[src/rtl/adder4_pkg.sv]
// adder4_pkg
//   Shared definitions for the nibble-serial adder controller:
//   slice width, controller state type and the index-width helper.
package adder4_pkg;

   localparam int NIBBLE_W = 4;

   typedef enum logic [1:0] {
      IDLE = 2'd0,
      RUN  = 2'd1,
      DONE = 2'd2
   } state_e;

   // Width of the nibble index; never below one bit so the register exists.
   function automatic int idx_width(input int nibbles);
      return (nibbles > 1) ? $clog2(nibbles) : 1;
   endfunction

endpackage

[src/rtl/adder4_seq_ci.sv]
// adder4_ci
//   Combinational 4-bit ripple adder slice with carry-in.
//   Ports:
//     a, b  in  4  addends
//     ci    in  1  carry-in
//     s     out 4  sum
//     c4    out 1  carry-out
module adder4_ci
   import adder4_pkg::*;
(
   input  logic [NIBBLE_W-1:0] a,
   input  logic [NIBBLE_W-1:0] b,
   input  logic                ci,
   output logic [NIBBLE_W-1:0] s,
   output logic                c4
);

   assign {c4, s} = {1'b0, a} + {1'b0, b} + {{NIBBLE_W{1'b0}}, ci};

endmodule

[src/rtl/adder4_seq_ctrl.sv]
// adder4_seq_ctrl
//   Nibble-serial multi-word adder. One shared 4-bit slice processes the
//   operands LSB nibble first, one nibble per clock, with a registered
//   carry between nibbles. Operands and result use valid/ready handshakes.
//
//   Optional build macro ADDER4_SEQ_SUB_EN adds the 'op' input:
//   op=1 computes a-b (b inverted, initial carry forced to 1, cout=1 means
//   no borrow); op=0 or macro undefined gives plain addition.
//
//   Ports:
//     clk        in   1  system clock, rising edge
//     rst        in   1  asynchronous active-high reset
//     in_valid   in   1  operand pair valid
//     in_ready   out  1  controller can accept operands (state==IDLE)
//     a, b       in   W  operands, W = 4*NIBBLES
//     cin        in   1  carry-in to nibble 0
//     op         in   1  (ADDER4_SEQ_SUB_EN only) 1 = subtract
//     out_valid  out  1  result valid (state==DONE)
//     out_ready  in   1  consumer accepts result
//     sum        out  W  registered result
//     cout       out  1  carry-out of the top nibble
//
//   state | meaning
//   ------+---------------------------------------------------------
//   IDLE  | waiting for operands, in_ready=1
//   RUN   | feeding nibble idx through the slice, one per clock
//   DONE  | result held on sum/cout with out_valid=1 until out_ready
module adder4_seq_ctrl
   import adder4_pkg::*;
#(
   parameter int NIBBLES = 4
)
(
   input  logic                        clk,
   input  logic                        rst,
   input  logic                        in_valid,
   output logic                        in_ready,
   input  logic [NIBBLE_W*NIBBLES-1:0] a,
   input  logic [NIBBLE_W*NIBBLES-1:0] b,
   input  logic                        cin,
`ifdef ADDER4_SEQ_SUB_EN
   input  logic                        op,
`endif
   output logic                        out_valid,
   input  logic                        out_ready,
   output logic [NIBBLE_W*NIBBLES-1:0] sum,
   output logic                        cout
);

   localparam int W  = NIBBLE_W * NIBBLES;
   localparam int IW = idx_width(NIBBLES);
   localparam logic [IW-1:0] IDX_LAST = IW'(NIBBLES - 1);

   state_e              state;
   logic [W-1:0]        a_r;
   logic [W-1:0]        b_r;
   logic [W-1:0]        sum_r;
   logic                carry;
   logic                cout_r;
   logic [IW-1:0]       idx;

   logic [NIBBLE_W-1:0] slice_a;
   logic [NIBBLE_W-1:0] slice_b;
   logic [NIBBLE_W-1:0] slice_s;
   logic                slice_c4;

   logic                accept;
   logic [W-1:0]        b_in;
   logic                carry_in;

   assign in_ready  = (state == IDLE);
   assign out_valid = (state == DONE);
   assign accept    = in_valid && in_ready;
   assign sum       = sum_r;
   assign cout      = cout_r;

`ifdef ADDER4_SEQ_SUB_EN
   // Two's-complement subtract: a + ~b + 1.
   assign b_in     = op ? ~b : b;
   assign carry_in = op | cin;
`else
   assign b_in     = b;
   assign carry_in = cin;
`endif

   // Nibble mux written as a compare loop so every select is constant.
   always_comb begin
      slice_a = '0;
      slice_b = '0;
      for (int i = 0; i < NIBBLES; i++) begin
         if (idx == IW'(i)) begin
            slice_a = a_r[i*NIBBLE_W +: NIBBLE_W];
            slice_b = b_r[i*NIBBLE_W +: NIBBLE_W];
         end
      end
   end

   adder4_ci u_slice (
      .a  (slice_a),
      .b  (slice_b),
      .ci (carry),
      .s  (slice_s),
      .c4 (slice_c4)
   );

   always_ff @(posedge clk or posedge rst) begin
      if (rst) begin
         state  <= IDLE;
         a_r    <= '0;
         b_r    <= '0;
         sum_r  <= '0;
         carry  <= 1'b0;
         cout_r <= 1'b0;
         idx    <= '0;
      end else begin
         case (state)
            IDLE: begin
               if (accept) begin
                  a_r    <= a;
                  b_r    <= b_in;
                  carry  <= carry_in;
                  idx    <= '0;
                  sum_r  <= '0;
                  cout_r <= 1'b0;
                  state  <= RUN;
               end
            end
            RUN: begin
               for (int i = 0; i < NIBBLES; i++) begin
                  if (idx == IW'(i)) begin
                     sum_r[i*NIBBLE_W +: NIBBLE_W] <= slice_s;
                  end
               end
               carry <= slice_c4;
               if (idx == IDX_LAST) begin
                  // idx parks on the last nibble; IDLE reloads it on accept.
                  cout_r <= slice_c4;
                  state  <= DONE;
               end else begin
                  idx <= idx + 1'b1;
               end
            end
            DONE: begin
               if (out_ready) begin
                  state <= IDLE;
               end
            end
            default: state <= IDLE;
         endcase
      end
   end

endmodule
[config.mk]
export PLATFORM = sky130hd
export DESIGN_NAME = adder4_seq_ctrl
export DESIGN_NICKNAME = d
export VERILOG_FILES = /design/src/rtl/adder4_pkg.sv /design/src/rtl/adder4_seq_ci.sv /design/src/rtl/adder4_seq_ctrl.sv
export SDC_FILE = /design/constraint.sdc
export NUM_CORES = 1
export LEC_CHECK = 0
export ABC_CLOCK_PERIOD_IN_PS = 4800
export CAP_MARGIN = 10
export CORE_ASPECT_RATIO = 0.5
export CORE_MARGIN = 3
export CORE_UTILIZATION = 35
export DETAILED_ROUTE_END_ITERATION = 12
export HOLD_SLACK_MARGIN = 0.1
export SLEW_MARGIN = 40
export SYNTH_ARGS = -nofsm -noshare
export SYNTH_HDL_FRONTEND = slang
export SYNTH_SLANG_ARGS = --single-unit
[constraint.sdc]
create_clock -name clk -period 4.8 [get_ports clk]
set_input_delay 0.96 -clock clk [delete_from_list [all_inputs] [get_ports clk]]
set_output_delay 0.96 -clock clk [all_outputs]
set_load 0.02 [all_outputs]
==> run summary, run 1 <==
CP peak stage delay: 0.55 ns
Row Count: 21
Die height: 68.25 um
Vias in the first global route: 2,131
Placed cell count: 427
Skew-Pair Late Insertion Delay: 0.28 ns
Initial antenna violation count: 0
Reg2reg setup slack: 1.81 ns
Register area: 1351 um^2
Io pins: 56
Cell variety after synth: 31
Count of pins over their slew limit: 0
Setup crit end: cout$_DFFE_PP0P_
Worst setup path start: idx[0]$_DFFE_PP0P_
Area of the mapped netlist: 2713 um^2
Clock Path Buffers: 2
Most used flip-flop cell after synthesis: dfrtp_1
Worst setup EP type: register
Cts bufs inserted: 5
DRC: 0
Nets: 388
Max Fanout on Critical Path: 18
# setup viols final: 0
Fin area: 3405 um^2
Final worst-path cycle share: 0.6239
Fin Setup TNS: 0 ns
Post-DP HPWL: 4.808 mm
Initial drt markers: 154
Post-synthesis sequential area ratio: 0.4982
Post-synth net total: 344
FF+latch count, synth: 54
Crit path arrival time: 3.19 ns
GP Congestion: 0.9402
CTS sink cnt: 54
CTS Hold Buffers Added: 0
# Post-CTS Setup Buffers: 0
WL/cell: 14.86 um
Synth top area cells: dfrtp_1 (50%), nand2_1 (13%), a21oi_1 (3.3%)
Gr usage total: 0.1566
Clock Pin Slew Worst Setup and Hold Paths: 0.06 ns
Via-per-instance ratio: 4.998
Area growth from synthesis to layout: 25.51%
Grt total ovfl: 0
Die width: 130.5 um
Min cycle time layout: 2.995 ns
Syn Inst Count: 298
Reg2Reg Depth: 10
Clock Tree Root: clkbuf_16
Post-synth top area share: 0.4982
Share of layout cells above drive strength 1: 0.03519
Crit start category: register
Async S/R FF share, synth: 1.000
Post-DP Area: 3263 um^2
Total number of vias: 2,164
Pwr/cell area: 720.9 nW/um^2
CTS tree: done
Crit-path slowest cell: ha_1
Tightest Hold Check Type: register to register
Finished Layout Cells: 433
DRT Pass-1 Iters: 4
VDD IR max: 238.2 uV
First-pass GRT wire length: 10.79 mm
Critical path type: register to register
Post-cts repair resize count: 0
Worst Max-Slew Pin Slew: 0.7225 ns
WL final: 6.434 mm
H-tree depth: 2
Max-Cap Viols: 0
Multi-input logic area: 1186 um^2
Largest net degree at the start of global routing: 55
Leading area contributor after synthesis: dfrtp_1
ANT nets after route: 0
RSZ-0062 raised after global routing: false
Synthesized area per cell: 9.103 um^2
Number of synthesized flops with an enable pin: 0
Initial Util: 0.3824
Required time worst endpoint: 5.00 ns
Yosys Warn Count: 0
Highest clock rate: 0.3339 GHz
Pleak: 1.554 nW
Fin. Hold Viols: 0
Fin Clk Skew: 0.002425 ns
N_diodes: 0
Hold_ws: 0.4751 ns
Reg-to-Reg Start: idx[0]$_DFFE_PP0P_
Fillers: 679
Core area: 7094 um^2
End of the worst register-to-register path: cout$_DFFE_PP0P_
CP Cell Sequence: inv_1 -> ha_1 -> a21oi_1 -> o21ai_0 -> a22oi_1 -> fa_1 -> fa_1 -> nand2b_1 -> a211o_1 -> o21ai_0
Die area: 8907 um^2
Status: finished, final reports clean
IO buf count: 55
Slew headroom: 0.5183
## placed cells by master, fill, tap and decap left out, drive strengths merged
cell           count
nand2             93
clkdlybuf4s50     55
dfrtp             54
o21ai             22
a21oi             18
inv               14
a22o              10
nor2               8
o2bb2ai            8
nand3              8
ha                 7
clkbuf             6
and3b              5
nand3b             5
a22oi              5
a211o              5
nand4              4
nor2b              3
fa                 2
xnor2              1
nor3b              1
or3b               1
o21ba              1
o21bai             1
nand2b             1
o211ai             1
nor3               1
buf                1
## worst max-delay path, delay by kind of cell (launching register included)
family / cells / cell delay (ns)
AO/OA/AOI/OAI: 5 / 0.73
adder cells (fa/ha/maj): 3 / 1.44
buffers and inverters: 1 / 0.12
flip-flops: 1 / 0.44
AND/OR/NAND/NOR: 1 / 0.16
## worst min path at each step
stage | to | depth (start not counted) | from
6_report | a_r[1]$_DFFE_PP0P_ | 2 | a_r[1]$_DFFE_PP0P_
5_1_grt | a_r[14]$_DFFE_PP0P_ | 2 | a_r[14]$_DFFE_PP0P_
4_1_cts | a_r[1]$_DFFE_PP0P_ | 2 | a_r[1]$_DFFE_PP0P_
3_5_place_dp | a_r[1]$_DFFE_PP0P_ | 2 | a_r[1]$_DFFE_PP0P_
3_3_place_gp | a_r[1]$_DFFE_PP0P_ | 2 | a_r[1]$_DFFE_PP0P_
2_1_floorplan | a_r[0]$_DFFE_PP0P_ | 2 | a_r[0]$_DFFE_PP0P_
## report_power, final
group | internal, mW | total, mW | switching (mW) | leakage (nW)
Clock | 0.202 | 0.345 | 0.144 | 0.0688
Sequential | 0.659 | 0.810 | 0.151 | 0.685
Combinational | 0.530 | 1.30 | 0.769 | 0.801
Total | 1.39 | 2.45 | 1.06 | 1.55
## registers in the layout (all words and copies together), names as in the netlist
name and count:
a_r 16, b_r 16, sum 16, idx 2, state 2, carry 1, cout 1
## metal layers
layer / part of all wire / up-vias / GRT usage
met3: 0.043 / 2 / 0.04053
met5: 0 / - / 0
li1: - / 1091 / -
met1: 0.51 / 1031 / 0.2317
met4: 0.0056 / 0 / 0.03590
met2: 0.44 / 40 / 0.2291
## cells in the mapped netlist (2+ instances only)
cell and n:
fa_1 2, a21oi_1 18, nand4_1 4, nor2_1 8, clkbuf_1 4, inv_1 14
o21ai_0 16, and3b_1 5, nor2b_1 3, ha_1 7, dfrtp_1 54, o2bb2ai_1 8
a211o_1 5, buf_6 2, nand3b_1 5, o21ai_1 6, buf_2 10, a22oi_1 5
nand2_1 93, a22o_1 10, nand3_1 8, buf_8 2
## metrics by stage
| step | total power [mW] | utilization | setup WS (ns) |
|---|---|---|---|
| 3_3_place_gp | 2.076 | 0.4596 | 1.953 |
| 2_1_floorplan | 1.703 | - | 2.110 |
| 5_1_grt | 2.684 | 0.4799 | 1.528 |
| 4_1_cts | 2.475 | 0.4795 | 1.803 |
| 6_report | 2.454 | 0.4799 | 1.805 |
| 3_5_place_dp | 2.115 | 0.4600 | 1.830 |
## final cells by class
cell class	count	share of cell area
clock buffers	6	0.04079
well taps	92	0.03381
multi-input cells	211	0.3484
flip-flops and latches	54	0.3969
inverters	14	0.01617
repair buffers	56	0.1639
## cells by family (layout without fill, tap and decap cells)
family | Yosys count | count (layout) | synth area share
buf+inv | 33 | 76 | 0.06550
simple gates | 130 | 130 | 0.2149
flops | 54 | 54 | 0.4982
fa+ha+maj | 9 | 9 | 0.04705
compound gates | 71 | 71 | 0.1711
xor+xnor | 1 | 1 | 0.003229
Note: power is estimated with default switching activity, not from simulation.
==> inputs of run 2 (changes only) <==
Settings changed: ABC_CLOCK_PERIOD_IN_PS 4800 to 2700.
Clock period 4.8 ns to 2.7 ns, I/O delays scaled along.
==> run 2 against run 1 <==
  * Total power is 92% higher
  * Routed wire length is 5.7% higher
  * Non-clock buffer count is 16 higher
  * Highest routed layer unchanged
==> run summary, run 2 (synthesized netlist as in run 1, its figures left out) <==
Status: finished, final reports clean
Fin Setup TNS: 0 ns
Gate power share: 0.563
Clock Path Buffers: 2
Final worst-path cycle share: 0.9484
Max-Cap Viols: 0
Highest clock rate: 0.3905 GHz
Io pins: 56
Gr usage total: 0.1675
Slew headroom: 0.6097
Required time worst endpoint: 2.91 ns
Total number of vias: 2,254
Final setup margin: 0.1393 ns
Register area: 1354 um^2
End of the worst register-to-register path: carry$_DFFE_PP0P_
IO buf count: 55
Commonest non-fill, non-tap cell in the layout: nand2_1
Min cycle time layout: 2.561 ns
Clock Tree Root: clkbuf_16
Grt total ovfl: 0
Clk pwr share: 0.139
Row Count: 21
Max Fanout on Critical Path: 6
Initial antenna violation count: 0
GP Congestion: 0.8670
Die width: 130.5 um
DRT Pass-1 Iters: 4
Crit path arrival time: 2.77 ns
Skew-Pair Late Insertion Delay: 0.29 ns
Critical path type: register to register
Most frequent cells in the layout: nand2_1 (93), clkdlybuf4s50_1 (55), dfrtp_1 (52)
Pwr/cell area: 1309 nW/um^2
Finished Layout Cells: 451
Internal power: 2.683 mW
Tightest Hold Check Type: register to register
Fin area: 3597 um^2
Hold path cells: 2
Fin Clk Skew: 0.006033 ns
CTS tree: done
RSZ-0062 raised after global routing: false
Cts bufs inserted: 5
Dpl ws: -0.01086 ns
Reg2Reg Depth: 10
First-pass GRT wire length: 11.36 mm
Sw Share: 0.4301
Vias in the first global route: 2,200
Sequential share of power: 0.298
Net Switching: 2.025 mW
Initial Util: 0.3824
# setup viols final: 0
Largest net degree at the start of global routing: 30
Initial drt markers: 132
HP Start: b_r[3]$_DFFE_PP0P_
WL final: 6.802 mm
Clock Pin Slew Worst Setup and Hold Paths: 0.07 ns
Die area: 8907 um^2
DRC: 0
Post-DP HPWL: 5.073 mm
Share of layout cells above drive strength 1: 0.1058
Via-per-instance ratio: 4.998
CTS Hold Buffers Added: 0
CTS sink cnt: 54
Count of pins over their slew limit: 0
H-tree depth: 2
Core area: 7094 um^2
Placed cell count: 441
Area growth from synthesis to layout: 32.61%
Crit start category: register
Pleak: 1.647 nW
VDD IR max: 497.5 uV
Nets: 404
Fillers: 673
Worst Max-Slew Pin Slew: 0.5846 ns
Post-DP Area: 3378 um^2
WL/cell: 15.08 um
Fin. Hold Viols: 0
Reg-to-Reg Start: idx[0]$_DFFE_PP0P_
Hold endpoint: b_r[3]$_DFFE_PP0P_
N_diodes: 0
Multi-input logic area: 1234 um^2
Worst setup EP type: register
Reg2reg setup slack: 0.14 ns
Die height: 68.25 um
ANT nets after route: 0
## run 2: changes by cell type in the layout (fill, tap and decap cells not counted), moves of 2 or more
cell and change:
ha_1 -2, inv_1 -2, fa_2 +2, ha_4 +3, buf_4 +15, dfrtp_1 -2
dfrtp_2 +2, fa_1 -2, inv_2 +3
## run 2: repair_timing
item | 4_1_cts | 5_1_grt
pin swaps | 0 | 1
setup buffers | 0 | 2
resized for setup | 2 | 11
gates cloned | 0 | 0
endpoints found under the setup margin | 4 | 10
## run 2: stage by stage
stage,hold WS (ns),power [mW],util
2_1_floorplan,0.4440,3.028,-
3_3_place_gp,0.4620,3.829,0.4762
3_5_place_dp,0.4667,3.903,0.4762
4_1_cts,0.4845,4.624,0.4989
5_1_grt,0.5167,5.109,0.5071
6_report,0.4778,4.708,0.5071
## run 2: power by group through the flow
stage	Combinational, mW	Clock [mW]	Sequential, mW
2_1_floorplan	1.58	0	1.45
3_3_place_gp	2.43	0	1.40
3_5_place_dp	2.50	0	1.41
4_1_cts	2.56	0.670	1.40
5_1_grt	2.95	0.708	1.46
6_report	2.65	0.655	1.40
## run 2: layout make-up
class | instances | share of cell area
Tap cell | 92 | 0.03200
Clock buffer | 6 | 0.03861
Timing Repair Buffer | 72 | 0.1920
Sequential cell | 54 | 0.3763
Clock inverter | 2 | 0.003478
Inverter | 14 | 0.01461
Multi-Input combinational cell | 211 | 0.3430
## run 2: worst max-delay path: stages, from the launching register on
cell	delay [ns]
dfrtp_2	0.46
inv_2	0.12
ha_4	0.18
nand2_1	0.06
o21ai_0	0.17
a22oi_1	0.13
fa_2	0.39
fa_2	0.38
nand2b_1	0.16
a211o_1	0.27
o211ai_1	0.15
## run 2: layer usage
layer / GRT usage / vias up / part of all wire
met3: 0.04287 / 4 / 0.069
met2: 0.2519 / 53 / 0.45
met5: 0 / - / 0
met4: 0.03974 / 0 / 0.0062
met1: 0.2425 / 1066 / 0.47
li1: - / 1131 / -
## run 2: how the worst max path moves through the flow
| stage | startpoint | endpoint | slack, ns | depth (start not counted) |
|---|---|---|---|---|
| after floorplan | idx[1]$_DFFE_PP0P_ | carry$_DFFE_PP0P_ | 0.01 | 12 |
| after global placement | idx[0]$_DFFE_PP0P_ | sum[6]$_DFFE_PP0P_ | 0.13 | 9 |
| after detailed placement | idx[0]$_DFFE_PP0P_ | sum[2]$_DFFE_PP0P_ | -0.01 | 9 |
| after CTS | idx[0]$_DFFE_PP0P_ | sum[11]$_DFFE_PP0P_ | 0.03 | 10 |
| after global routing | idx[0]$_DFFE_PP0P_ | cout$_DFFE_PP0P_ | 0.009 | 10 |
| final | idx[0]$_DFFE_PP0P_ | carry$_DFFE_PP0P_ | 0.14 | 10 |
